**src/rtl/pc_next_unit_pkg.sv**
```systemverilog
// pc_pkg: shared widths, increment and next-PC source encoding for the
// next-program-counter unit of the single-cycle 32-bit MIPS core.
//
// Contents:
//   PC_W, IMM_W, JADDR_W : widths of the PC, sign-extended immediate and jump field
//   PC_INCR              : sequential fetch stride in bytes
//   npc_src_e            : which path produced the next PC (sequential/branch/jump)
package pc_pkg;

  localparam int PC_W    = 32;
  localparam int IMM_W   = 32;
  localparam int JADDR_W = 26;

  localparam logic [PC_W-1:0] PC_INCR = 32'd4;

  typedef enum logic [1:0] {
    NPC_SEQ = 2'd0,
    NPC_BR  = 2'd1,
    NPC_JMP = 2'd2
  } npc_src_e;

endpackage

```
**src/rtl/pc_next_unit_if.sv**
```systemverilog
// pc_next_if: bundles the control flags, operands and registered result of
// the next-PC unit so the core and the unit share one connection point.
//
// Signals:
//   Zero, Branch, BranchTest, Jump : ALU flag and decode controls
//   PC                             : current program counter
//   instruction1                   : sign-extended 16-bit word offset
//   instruction6                   : instruction[25:0] jump field
//   pc_next                        : registered next PC
//   misalign                       : registered misaligned-target flag
//                                    (only when PC_MISALIGN_FLAG_EN is defined)
//
// Modports:
//   master : the core side, drives operands and reads pc_next
//   slave  : the next-PC unit, reads operands and drives pc_next
interface pc_next_if;
  import pc_pkg::*;

  logic               Zero;
  logic               Branch;
  logic               BranchTest;
  logic               Jump;
  logic [PC_W-1:0]    PC;
  logic [IMM_W-1:0]   instruction1;
  logic [JADDR_W-1:0] instruction6;
  logic [PC_W-1:0]    pc_next;
`ifdef PC_MISALIGN_FLAG_EN
  logic               misalign;
`endif

  modport master (
    output Zero, Branch, BranchTest, Jump, PC, instruction1, instruction6,
`ifdef PC_MISALIGN_FLAG_EN
    input  misalign,
`endif
    input  pc_next
  );

  modport slave (
    input  Zero, Branch, BranchTest, Jump, PC, instruction1, instruction6,
`ifdef PC_MISALIGN_FLAG_EN
    output misalign,
`endif
    output pc_next
  );

endinterface

```
**src/rtl/pc_next_unit_sel.sv**
```systemverilog
// pc_next_sel: purely combinational next-PC target computation and
// priority selection (jump over taken branch over sequential).
//
// Ports:
//   PC, instruction1, instruction6 : current PC, word offset, jump field
//   Zero, Branch, BranchTest, Jump : flag and controls
//   sel_addr                       : selected next fetch address
//   sel_src                        : which path was selected
module pc_next_sel
  import pc_pkg::*;
(
  input  logic [PC_W-1:0]    PC,
  input  logic [IMM_W-1:0]   instruction1,
  input  logic [JADDR_W-1:0] instruction6,
  input  logic               Zero,
  input  logic               Branch,
  input  logic               BranchTest,
  input  logic               Jump,
  output logic [PC_W-1:0]    sel_addr,
  output npc_src_e           sel_src
);

  logic [PC_W-1:0] pc_plus4;
  logic [PC_W-1:0] br_target;
  logic [PC_W-1:0] j_target;
  logic            take;

  assign pc_plus4 = PC + PC_INCR;

  // Shifting in the full 32-bit width drops the two top bits of the offset,
  // which keeps all arithmetic modulo 2^32.
  assign br_target = pc_plus4 + (instruction1 << 2);

  // Region bits come from pc_plus4, so a jump in the last word of a 256 MB
  // region lands in the following region.
  assign j_target = {pc_plus4[PC_W-1:PC_W-4], instruction6, 2'b00};

  // BranchTest flips the sense of Zero: beq when 0, bne when 1.
  assign take = Branch & (Zero ^ BranchTest);

  always_comb begin
    sel_addr = pc_plus4;
    sel_src  = NPC_SEQ;
    if (Jump) begin
      sel_addr = j_target;
      sel_src  = NPC_JMP;
    end else if (take) begin
      sel_addr = br_target;
      sel_src  = NPC_BR;
    end
  end

endmodule

```
**src/rtl/pc_next_unit.sv**
```systemverilog
// pc_next_unit: registers the next fetch address of the single-cycle MIPS
// core. Target computation lives in pc_next_sel; this level adds the
// register, the synchronous reset and the optional misalignment flag.
//
// Parameters:
//   RESET_VECTOR : value loaded into pc_next while reset is high
//
// Ports:
//   clk   : system clock, all updates on the rising edge
//   reset : synchronous active-high reset
//   bus   : pc_next_if.slave (operands in, pc_next out)
//
// Optional feature (macro PC_MISALIGN_FLAG_EN):
//   bus.misalign is registered alongside pc_next and is set when the selected
//   next address has nonzero bits [1:0]; it clears on reset.
module pc_next_unit
  import pc_pkg::*;
#(
  parameter logic [PC_W-1:0] RESET_VECTOR = 32'h0000_0000
) (
  input logic     clk,
  input logic     reset,
  pc_next_if.slave bus
);

  logic [PC_W-1:0] sel_addr;
  npc_src_e        sel_src;

  pc_next_sel u_sel (
    .PC           (bus.PC),
    .instruction1 (bus.instruction1),
    .instruction6 (bus.instruction6),
    .Zero         (bus.Zero),
    .Branch       (bus.Branch),
    .BranchTest   (bus.BranchTest),
    .Jump         (bus.Jump),
    .sel_addr     (sel_addr),
    .sel_src      (sel_src)
  );

  // A jump target is built with two zero low bits, so it can never be
  // misaligned whatever the PC was.
  always_comb begin
    assert (sel_src != NPC_JMP || sel_addr[1:0] == 2'b00);
  end

  // Reset dominates every control input.
  always_ff @(posedge clk) begin
    if (reset) begin
      bus.pc_next <= RESET_VECTOR;
    end else begin
      bus.pc_next <= sel_addr;
    end
  end

`ifdef PC_MISALIGN_FLAG_EN
  // Only a misaligned PC input can lead here, via the sequential or branch path.
  always_ff @(posedge clk) begin
    if (reset) begin
      bus.misalign <= 1'b0;
    end else begin
      bus.misalign <= |sel_addr[1:0];
    end
  end
`endif

endmodule

```
**src/flat_wrapper.sv**
```systemverilog
// flat-port wrapper written by rule: the top's interface ports become plain ports
module pc_next_unit_flat import pc_pkg::*;
#(
  parameter logic [PC_W-1:0] RESET_VECTOR = 32'h0000_0000
)
  (clk, reset, bus_Zero, bus_Branch, bus_BranchTest, bus_Jump, bus_PC, bus_instruction1, bus_instruction6, bus_pc_next);
  pc_next_if bus_i ();
  input logic clk;
  input logic reset;
  input wire logic [$bits(bus_i.Zero)-1:0] bus_Zero;
  input wire logic [$bits(bus_i.Branch)-1:0] bus_Branch;
  input wire logic [$bits(bus_i.BranchTest)-1:0] bus_BranchTest;
  input wire logic [$bits(bus_i.Jump)-1:0] bus_Jump;
  input wire logic [$bits(bus_i.PC)-1:0] bus_PC;
  input wire logic [$bits(bus_i.instruction1)-1:0] bus_instruction1;
  input wire logic [$bits(bus_i.instruction6)-1:0] bus_instruction6;
  output wire logic [$bits(bus_i.pc_next)-1:0] bus_pc_next;
  assign bus_i.Zero = bus_Zero;
  assign bus_i.Branch = bus_Branch;
  assign bus_i.BranchTest = bus_BranchTest;
  assign bus_i.Jump = bus_Jump;
  assign bus_i.PC = bus_PC;
  assign bus_i.instruction1 = bus_instruction1;
  assign bus_i.instruction6 = bus_instruction6;
  assign bus_pc_next = bus_i.pc_next;
  pc_next_unit #(.RESET_VECTOR(RESET_VECTOR)) u_core (.clk(clk), .reset(reset), .bus(bus_i));
endmodule
```
**config.mk**
```make
export PLATFORM = sky130hd
export DESIGN_NAME = pc_next_unit_flat
export DESIGN_NICKNAME = d
export VERILOG_FILES = /design/src/rtl/pc_next_unit_pkg.sv /design/src/rtl/pc_next_unit_if.sv /design/src/rtl/pc_next_unit_sel.sv /design/src/rtl/pc_next_unit.sv /design/src/flat_wrapper.sv
export SDC_FILE = /design/constraint.sdc
export NUM_CORES = 1
export LEC_CHECK = 0
export ABC_CLOCK_PERIOD_IN_PS = 4250
export BUFFER_PORTS_ARGS = -buffer_cell sky130_fd_sc_hd__buf_2
export CAP_MARGIN = 15
export CORE_MARGIN = 1
export CORE_UTILIZATION = 53
export CTS_BUF_LIST = sky130_fd_sc_hd__clkbuf_2
export DETAILED_ROUTE_END_ITERATION = 10
export GPL_TIMING_DRIVEN = 0
export PLACE_DENSITY_LB_ADDON = 0.25
export RECOVER_POWER = 100
export SETUP_SLACK_MARGIN = 0.02
export SLEW_MARGIN = 10
export SYNTH_ARGS = -nofsm -noshare
export SYNTH_HDL_FRONTEND = slang
export SYNTH_HIERARCHICAL = 1
export SYNTH_SLANG_ARGS = --single-unit
export TNS_END_PERCENT = 20
```
**constraint.sdc**
```tcl
create_clock -name clk -period 4.25 [get_ports clk]
set_clock_uncertainty 0.05 [all_clocks]
set_input_delay 0.85 -clock clk [delete_from_list [all_inputs] [get_ports clk]]
set_output_delay 0.85 -clock clk [all_outputs]
set_load 0.01 [all_outputs]
```
==> After elaboration in Yosys (flattened, before gate mapping) <==
Cells that the tools add are included.
Widths: inputs -> output; s select.
{ "word_totals": {"input_bits": 96, "ff_bits": 32} }
{ "op_classes": {"n_mux": 2, "reduce_logical": 1, "n_addsub": 2, "bitwise_logic": 2} }
{ "op_table": {"columns": ["operator", "count"], "rows": [
  ["$mux 32", 2],
  ["$add 32x3->32 const B", 1],
  ["$add 32x32->32", 1],
  ["$reduce_or 2->1", 1],
  ["$and 1x1->1", 1],
  ["$xor 1x1->1", 1]
]} }

==> Depth between registers and ports, before layout <==
Gate-level depths: netlist of run 1.
{ "logic_depth": {"depth_word": 4, "depth_mapped": 16, "mapped_depth_nobuf": 16} }

==> Modules after synthesis <==
Netlist of run 1, hierarchy kept.
{ "modules_own_cells": {"columns": ["mod", "area_per_inst_um2", "cells_per_inst", "instances"], "rows": [
  ["pc_next_sel", 2830.2, 425, 1],
  ["pc_next_unit", 863.3, 67, 1]
]} }

==> Least setup slack after synthesis of run 1 <==
OpenSTA, ideal clock, no wires.
{ "synth_timing": {"kind": "input to register", "from": "input bus_PC[5]", "to": "register u_core.bus.pc_next[30]", "arrival_ns": 3.792, "t_required_ns": 4.086, "path_stages": 16, "n_path_buf": 1, "slack_ns": 0.294, "path_cell_list": "and4_1 > nand3_1 > or3_1 > nor2_1 > xor2_1 > ha_1 > buf_2 > a21oi_1 > o21bai_1 > a221o_1 > and3b_1 > o31a_1 > nor2_1 > xor2_1 > o21ai_1 > nor2b_1"} }
{ "synth_via": {"elab_chain_len": 4} }
{ "synth_rtl": {"columns": ["element", "line_no", "rtl"], "rows": [
  ["start: declaration", "flat_wrapper.sv:14", "input wire logic [$bits(bus_i.PC)-1:0] bus_PC;"],
  ["$add 32x3->32 (*)", "pc_next_unit_sel.sv:28", "assign pc_plus4 = PC + PC_INCR;"],
  ["$add 32x32->32", "pc_next_unit_sel.sv:32", "assign br_target = pc_plus4 + (instruction1 << 2);"],
  ["$mux 32", "pc_next_unit_sel.sv:47", "end else if (take) begin"],
  ["$mux 32 (*)", "pc_next_unit_sel.sv:44", "if (Jump) begin"],
  ["via u_core.sel_addr[30]", "pc_next_unit.sv:26", "logic [PC_W-1:0] sel_addr;"],
  ["end signal: assignment", "pc_next_unit.sv:52", "bus.pc_next <= sel_addr;"],
  ["end: declaration", "pc_next_unit_if.sv:44", "output pc_next"]
]} }
Mark *: on every way through the listed nets, which the timed path passes. The rest lies on a longest branch.
A chain may end at the register's enable or synchronous reset.

==> Worst setup path after layout of run 1 <==
{ "layout_timing": {"from": "input bus_PC[4]", "to": "register u_core.bus.pc_next[30]"} }
The elaborated chain is that of the path after synthesis.

==> impl_results.md, run 1 <==
* Initial Util at 54.6%
* Routability cong. at 0.947
* Failing checks: DRC
* Final HPWL DP at 9.31 mm
* Normalized max-slew margin at 60.4%
* Number of global-route vias before repair at 3,727
* Clock sink count at 32
* Setup_tns at 0 ps
* Area of the die at 7290 µm²
* CTS tree: built
* Largest net degree at the start of global routing at 11
* Initial antenna violation count at 0
* Layout Cells excl Fill at 708
* Arrival time worst endpoint at 4270 ps
* First-pass GRT wire length at 18.2 mm
* Cts hold-fix bufs at 0
* Crit path max fanout at 8
* CTS Buf Count at 5
* Place WS at -376 ps
* Synthesized cell area at 3690 µm²
* Peak Freq at 247 MHz
* PwrDens at 215 nW/µm²
* Fin crit period at 4050 ps
* Nets at 761
* GRT Util Overall at 31.4%
* CP Data Required Time at 4470 ps
* Post-route worst setup slack at 204 ps
* Final Hold Viols at 0
* Syn Nets at 625
* Max VDD drop at 0.000102 V
* Count of cells along the worst hold path at 2
* IO buf count at 125
* 1st-pass router iterations at 8
* Number of H-tree levels at 2
* Grt ovf at 0
* DIE HEIGHT at 85.4 µm
* Final setup fails at 0
* Largest registers: u_core/bus.pc_next: 32 flops
* YS warnings at 6
* Final Slew Violations at 0
* Post-synthesis cell count at 491
* # diodes at 0
* Period utilization at 95.2%
* Worst Hold Class: input pin to flip-flop
* Max-Cap Viols at 0
* Leak Pwr at 1.98 nW
* Vias per std cell at 5.72
* Syn Area/Cell at 7.51 µm²
* Layout cells sized above 1 at 21.0%
* Vias at 4,047
* WL final at 11.2 mm
* Max reg flops at 32
* Area delta synth->final at 21.3%
* Placed Cells at 696
* Clk Tree Root Cell: clkbuf_2
* # DRC at 1
* Drt wl/cell at 15.8 µm
* Critical path start-end classification: input pin to flip-flop
* Chip width at 85.4 µm
* Status: finished, violations left
* Maximum clock insertion buffer count at 2
* Hold WS at 657 ps
* Biggest register: u_core/bus.pc_next
* Io pins at 128
* Final Power at 0.962 mW
* Worst Tran Pin Value at 588 ps
* Setup crit end kind: flip-flop
* Initial DRC count at 270
* Std cell rows at 30
* Reg clk slew, reported paths at 150 ps
* Routed Antenna Nets at 0
* Core region area at 6760 µm²
* Setup crit start kind: input pin
* RSZ-0062 raised after global routing: true
cell type report:
class | count | area (µm²)
Sequential cell | 32 | 641
Buffer | 19 | 106
Inverter | 12 | 45.0
Tap cell | 80 | 100
Clock inverter | 2 | 11.3
Clock buffer | 6 | 30.0
Fill cell | 632 | 2280
Timing Repair Buffer | 129 | 627
Multi-Input combinational cell | 428 | 2910
repair_timing:
action | CTS | global route
gates resized for setup | 0 | 11
pin swaps | 1 | 2
setup endpoints to repair | 1 | 5
buffers inserted | 1 | 3
power by group:
part / total (mW) / switching, mW / internal, mW
combinational: 0.495 / 0.283 / 0.212
sequential: 0.331 / 0.00624 / 0.325
clock: 0.136 / 0.0951 / 0.0411
total: 0.962 / 0.385 / 0.578
metrics by stage:
stage               instance area, µm²  util, %
detailed placement                4410     65.3
finish                            4470     66.2
global placement                  4410     65.3
floorplan                         3690        -
global route                      4470     66.2
CTS                               4460     66.0
worst paths after layout:
path  slack [ps]  startpoint                                 to
min          660       reset  u_core/bus.pc_next[31]$_SDFF_PP0_
max          200   bus_PC[4]  u_core/bus.pc_next[30]$_SDFF_PP0_
cell usage in the layout (no fill, tap or decap), drive strengths merged, types with 10 or more instances in the layout:
master / n
a21o: 10
buf: 105
nor2b: 36
nand4: 15
inv: 11
xor2: 14
nand2: 57
nor3: 16
a21oi: 39
ha: 37
o21a: 11
xnor2: 35
nor2: 30
clkbuf: 49
dfxtp: 32
nand3: 23
o21ai: 29
routing by layer:
layer  routed length, µm  vias up  track usage (%)
li1                    -     2043                -
met1                5630     1800             48.6
met2                4540      195             47.7
met3                 929        9             2.04
met4                  98        0             5.61
met5                   0        -                0
worst max-delay path, cell delays in order:
cell and delay (ps):
buf_2 130, and4_4 260, nand3_2 130, or3_4 360, nor2_1 140, xor2_1 220
ha_1 260, buf_2 170, a21oi_2 190, o21bai_1 110, a221o_1 400, and3b_1 200
o31a_1 300, nor2_1 140, xor2_1 160, o21ai_0 80, nor2b_1 140
(Power assumes the default switching activity.)
==> run 2: changes to the inputs <==
--- a/config.mk
+++ b/config.mk
@@ -8,6 +8,7 @@
 export ABC_CLOCK_PERIOD_IN_PS = 4250
 export BUFFER_PORTS_ARGS = -buffer_cell sky130_fd_sc_hd__buf_2
 export CAP_MARGIN = 15
+export CORE_ASPECT_RATIO = 2
 export CORE_MARGIN = 1
 export CORE_UTILIZATION = 53
 export CTS_BUF_LIST = sky130_fd_sc_hd__clkbuf_2
==> impl_results.md, run 2 (synthesis results as in run 1) <==
* Status: finished, final reports clean
* Worst Hold End: u_core/bus.pc_next[29]$_SDFF_PP0_
* # diodes at 0 (unchanged)
* Dpl cell area at 4420 µm² (+0.23%)
* # DRC at 0 (-1)
* Placed Cells at 704 (+1.1%)
* Initial antenna violation count at 0 (unchanged)
* RSZ-0062 raised after global routing: true
* Chip width at 61.0 µm (-29%)
* First-pass GRT wire length at 20.4 mm (+12%)
* Hold WS at 655 ps (-1.99 ps)
* Grt ovf at 0 (unchanged)
* Setup_tns at 0 ps (unchanged)
* Final setup fails at 0 (unchanged)
* Leak Pwr at 1.99 nW (+0.45%)
* Fin crit period at 4160 ps (+113 ps)
* Io pins at 128 (unchanged)
* Biggest register: u_core/bus.pc_next
* Number of global-route vias before repair at 4,339 (+16%)
* Clk Tree Root Cell: clkbuf_2
* Peak Freq at 240 MHz (-2.7%)
* Most frequent cells in the layout: 95 x buf_2, 57 x nand2_1, 42 x clkbuf_1
* Worst Tran Pin Value at 618 ps (+29.4 ps)
* Cts hold-fix bufs at 0 (unchanged)
* Place WS at -471 ps (-94.4 ps)
* Max VDD drop at 0.000208 V (+100%)
* Normalized max-slew margin at 58.8% (-1.5 points)
* Nets at 759 (-0.26%)
* Most common cell after layout, fill and taps aside: buf_2
* Final Hold Viols at 0 (unchanged)
* Largest net degree at the start of global routing at 11 (unchanged)
* Routability cong. at 1.05 (+10%)
* Routed Antenna Nets at 0 (unchanged)
* Post-layout util at 67.4% (+1.3 points)
* Worst Hold Class: input pin to flip-flop
* Hold path startpoint: reset
* 1st-pass router iterations at 5 (-3)
* Setup crit start kind: input pin
* Period utilization at 97.8% (+2.7 points)
* Arrival time worst endpoint at 4430 ps (+160 ps)
* Max reg flops at 32 (unchanged)
* Reg clk slew, reported paths at 140 ps (about the same)
* Area of the die at 7310 µm² (+0.28%)
* Vias at 4,282 (+5.8%)
* Largest registers: u_core/bus.pc_next: 32 flops
* GRT Util Overall at 39.0% (+7.7 points)
* Max-Cap Viols at 0 (unchanged)
* Final Slew Violations at 0 (unchanged)
* Final HPWL DP at 11.4 mm (+23%)
* Post-route worst setup slack at 91.5 ps (-113 ps)
* Layout Cells excl Fill at 714 (+0.85%)
* IO buf count at 125 (unchanged)
* Area delta synth->final at 22.1%
* Final Power at 0.999 mW (+3.8%)
* Count of cells along the worst hold path at 2 (unchanged)
* CP Data Required Time at 4520 ps (+50 ps)
* WL final at 13.8 mm (+23%)
* CTS Buf Count at 5 (unchanged)
* Crit path max fanout at 5 (-3)
* Clock sink count at 32 (unchanged)
* Drt wl/cell at 19.3 µm (+22%)
* Maximum clock insertion buffer count at 2 (unchanged)
* DIE HEIGHT at 120 µm (+40%)
* Finished Cell Area at 4500 µm² (+0.64%)
* Setup crit end kind: flip-flop
* CTS tree: built
* Layout cells sized above 1 at 21.1% (+0.067 points)
* Number of H-tree levels at 2 (unchanged)
* Initial DRC count at 229 (-15%)
* Critical path start-end classification: input pin to flip-flop
* PwrDens at 222 nW/µm² (+3.1%)
* # fillers at 629 (-0.47%)
* Initial Util at 55.2% (+0.68 points)
* Vias per std cell at 6.00 (+4.9%)
* Std cell rows at 42 (+40%)
* Core region area at 6670 µm² (-1.2%)
run 2: cell types whose count changed in the layout (fill, tap and decap cells not counted), moves of 2 or more:
cell / delta
o21ai_0: -2
o21ai_1: +2
xor2_1: -2
xor2_2: +2
run 2: timing repair:
action,4_1_cts,5_1_grt
gates resized for setup,2,12
pin swaps,1,1
gates cloned,0,0
setup endpoints to repair,2,7
setup buffers,1,1
run 2: critical path, stage by stage:
cell	delay (ps)
buf_2	120
and4_1	250
nand3_1	210
nor3_2	350
nand3_1	140
xnor2_1	350
ha_1	370
a21oi_1	320
o21ai_1	220
a22o_1	230
a311o_1	330
or3_1	340
nand3_1	110
xnor2_1	110
nor2b_1	130
run 2: per-layer routing:
metal / global-route usage [%] / vias up / wire (µm) / part of all wire, %
met2: 71.9 / 212 / 7390 / 54
li1: - / 2045 / - / -
met3: 7.76 / 91 / 721 / 5.2
met5: 0 / - / 0 / 0
met1: 29.4 / 1934 / 3980 / 29
met4: 39.3 / 0 / 1660 / 12
run 2: worst max path at each step:
stage                     from                                 to  slack, ps  cells past startpoint
CTS                 bus_PC[13]  u_core/bus.pc_next[31]$_SDFF_PP0_         50                     15
global route         bus_PC[4]  u_core/bus.pc_next[30]$_SDFF_PP0_         20                     17
floorplan            bus_PC[5]  u_core/bus.pc_next[30]$_SDFF_PP0_        290                     16
global placement     bus_PC[4]  u_core/bus.pc_next[30]$_SDFF_PP0_       -350                     17
finish              bus_PC[13]  u_core/bus.pc_next[31]$_SDFF_PP0_         90                     15
detailed placement   bus_PC[4]  u_core/bus.pc_next[30]$_SDFF_PP0_       -470                     16
run 2: final cells by class:
type                       count  area, µm²  share of cell area [%]
tap                           88        110                    2.45
multi-input combinational    428       2960                    65.8
clock buffer                   7       35.0                   0.778
timing repair buffer         127        599                    13.3
sequential                    32        641                    14.2
inverter                      12       45.0                    1.00
buffer                        19        106                    2.36
clock inverter                 1       3.75                  0.0834
run 2: where the power goes:
part	internal [mW]	total, mW	switching, mW
sequential	0.325	0.332	0.00713
combinational	0.213	0.526	0.313
clock	0.0440	0.141	0.0970
total	0.582	0.999	0.417
==> run 3: changes to the inputs <==
--- a/config.mk
+++ b/config.mk
@@ -5,7 +5,7 @@
 export SDC_FILE = /design/constraint.sdc
 export NUM_CORES = 1
 export LEC_CHECK = 0
-export ABC_CLOCK_PERIOD_IN_PS = 4250
+export ABC_CLOCK_PERIOD_IN_PS = 4650
 export BUFFER_PORTS_ARGS = -buffer_cell sky130_fd_sc_hd__buf_2
 export CAP_MARGIN = 15
 export CORE_ASPECT_RATIO = 2
==> constraint.sdc (replaced) <==
create_clock -name clk -period 4.65 [get_ports clk]
set_clock_uncertainty 0.05 [all_clocks]
set_input_delay 0.93 -clock clk [delete_from_list [all_inputs] [get_ports clk]]
set_output_delay 0.93 -clock clk [all_outputs]
set_load 0.01 [all_outputs]
==> impl_results.md, run 3 (synthesis results as in run 1) <==
* Status: finished, final reports clean
* RSZ-0062 raised after global routing: false
* Max VDD drop at 0.000190 V (-8.6%)
* Area delta synth->final at 19.5%
* Layout Cells excl Fill at 712 (-0.28%)
* CP Data Required Time at 4890 ps (+370 ps)
* IO buf count at 125 (unchanged)
* Hold path startpoint: reset
* Final Power at 0.905 mW (-9.4%)
* GR Util met2 at 72.0% (about the same)
* Grt met1 use at 29.3% (-0.17 points)
* Clock sink count at 32 (unchanged)
* WL final at 13.6 mm (-0.79%)
* GRT Util Overall at 39.0% (-0.080 points)
* Layout cells sized above 1 at 19.2% (-1.9 points)
* Most frequent cells in the layout: 95 x buf_2, 57 x nand2_1, 42 x clkbuf_1
* Post-layout util at 66.0% (-1.4 points)
* Final HPWL DP at 11.4 mm (unchanged)
* CTS Buf Count at 5 (unchanged)
* Worst Hold End: u_core/bus.pc_next[29]$_SDFF_PP0_
* Core region area at 6670 µm² (unchanged)
* Vias per std cell at 5.98 (-0.30%)
* Arrival time worst endpoint at 4680 ps (+250 ps)
* # DRC at 0 (unchanged)
* Nets at 757 (-0.26%)
* Most common cell after layout, fill and taps aside: buf_2
* Number of global-route vias before repair at 4,338 (-0.023%)
* Initial DRC count at 323 (+41%)
* Final Hold Viols at 0 (unchanged)
* Area of the die at 7310 µm² (unchanged)
* Io pins at 128 (unchanged)
* Fin crit period at 4440 ps
* Final setup fails at 0 (unchanged)
* Largest registers: u_core/bus.pc_next: 32 flops
* Vias at 4,257 (-0.58%)
* Initial Util at 55.2% (unchanged)
* Placed Cells at 704 (unchanged)
* Crit path max fanout at 8 (+3)
* Clk Tree Root Cell: clkbuf_2
* 1st-pass router iterations at 5 (unchanged)
* Cts hold-fix bufs at 0 (unchanged)
* Setup crit end kind: flip-flop
* Maximum clock insertion buffer count at 2 (unchanged)
* Routability cong. at 1.05 (unchanged)
* Critical path start-end classification: input pin to flip-flop
* Initial antenna violation count at 0 (unchanged)
* Worst Tran Pin Value at 644 ps (+26.8 ps)
* Biggest register: u_core/bus.pc_next
* Largest net degree at the start of global routing at 11 (unchanged)
* Number of H-tree levels at 2 (unchanged)
* Max reg flops at 32 (unchanged)
* Normalized max-slew margin at 56.6% (-2.2 points)
* DIE HEIGHT at 120 µm (unchanged)
* Worst Hold Class: input pin to flip-flop
* Chip width at 61.0 µm (unchanged)
* # diodes at 0 (unchanged)
* Drt wl/cell at 19.2 µm (-0.51%)
* Peak Freq at 225 MHz
* CTS tree: built
* Final Slew Violations at 0 (unchanged)
* Count of cells along the worst hold path at 2 (unchanged)
* Met3 Usage GRT at 7.76% (unchanged)
* First-pass GRT wire length at 20.3 mm (-0.13%)
* PwrDens at 206 nW/µm² (-7.4%)
* Routed Antenna Nets at 0 (unchanged)
* Grt ovf at 0 (unchanged)
* Period utilization at 95.5%
* Leak Pwr at 1.96 nW (-1.4%)
* Max-Cap Viols at 0 (unchanged)
* Reg clk slew, reported paths at 140 ps (about the same)
* Std cell rows at 42 (unchanged)
* Most Used Layer, Global Route: met2
* Setup crit start kind: input pin
==> run 3: cell count changes in the layout (fill, tap and decap cells not counted), sizes merged <==
cell / before / now
buf: 103 / 101
==> run 3: report_power, final <==
| part | leakage, nW | switching, mW | internal [mW] |
|---|---|---|---|
| clock network | 0.0306 | 0.0890 | 0.0402 |
| registers | 0.267 | 0.00650 | 0.297 |
| logic | 1.66 | 0.282 | 0.191 |
==> run 3: metal layers <==
layer | share of wire [%] | routed length, µm | vias up
met5 | 0 | 0 | -
met4 | 12 | 1670 | 0
met3 | 4.8 | 655 | 91
met2 | 53 | 7280 | 193
met1 | 30 | 4040 | 1937
li1 | - | - | 2036
==> run 3: critical path: stages <==
cell and delay, ps:
buf_2 120, and4_1 260, nand3_1 180, or3_1 390, nor2_1 150, xor2_1 380
ha_1 310, buf_2 170, a21oi_1 210, o21bai_1 140, a221o_1 410, and3b_1 190
o31a_1 310, nor2_1 140, xor2_1 150, o21ai_0 80, nor2b_1 150
==> run 3: area by class of cell <==
| cell class | count | area, µm² |
|---|---|---|
| clock inverters | 1 | 3.75 |
| flip-flops and latches | 32 | 641 |
| inverters | 12 | 45.0 |
| repair buffers | 125 | 584 |
| fillers | 648 | 2270 |
| well taps | 88 | 110 |
| clock buffers | 7 | 35.0 |
| multi-input cells | 428 | 2880 |
| plain buffers | 19 | 106 |
==> run 3: worst max path at each step <==
stage / startpoint / endpoint / slack (ps) / cells after the start
finish: bus_PC[4] / u_core/bus.pc_next[30]$_SDFF_PP0_ / 210 / 17
global route: bus_PC[4] / u_core/bus.pc_next[30]$_SDFF_PP0_ / 70 / 17
CTS: bus_PC[4] / u_core/bus.pc_next[30]$_SDFF_PP0_ / 250 / 16
detailed placement: bus_PC[4] / u_core/bus.pc_next[30]$_SDFF_PP0_ / -150 / 16
global placement: bus_PC[4] / u_core/bus.pc_next[30]$_SDFF_PP0_ / -30 / 17
floorplan: bus_PC[5] / u_core/bus.pc_next[30]$_SDFF_PP0_ / 610 / 16
==> run 3: repair_timing <==
item,4_1_cts,5_1_grt
buffers inserted,0,0
endpoints found under the setup margin,0,2
resized for setup,0,2
==> run 3: metrics by stage <==
stage / instance area (µm²) / setup TNS, ps / hold WS [ps] / setup WS, ps
global route: 4400 / 0 / 704 / 69.6
detailed placement: 4420 / -258 / 1130 / -151
finish: 4400 / 0 / 732 / 207
floorplan: 3690 / 0 / 952 / 614
CTS: 4460 / 0 / 726 / 247
global placement: 4420 / -27.9 / 1120 / -27.9
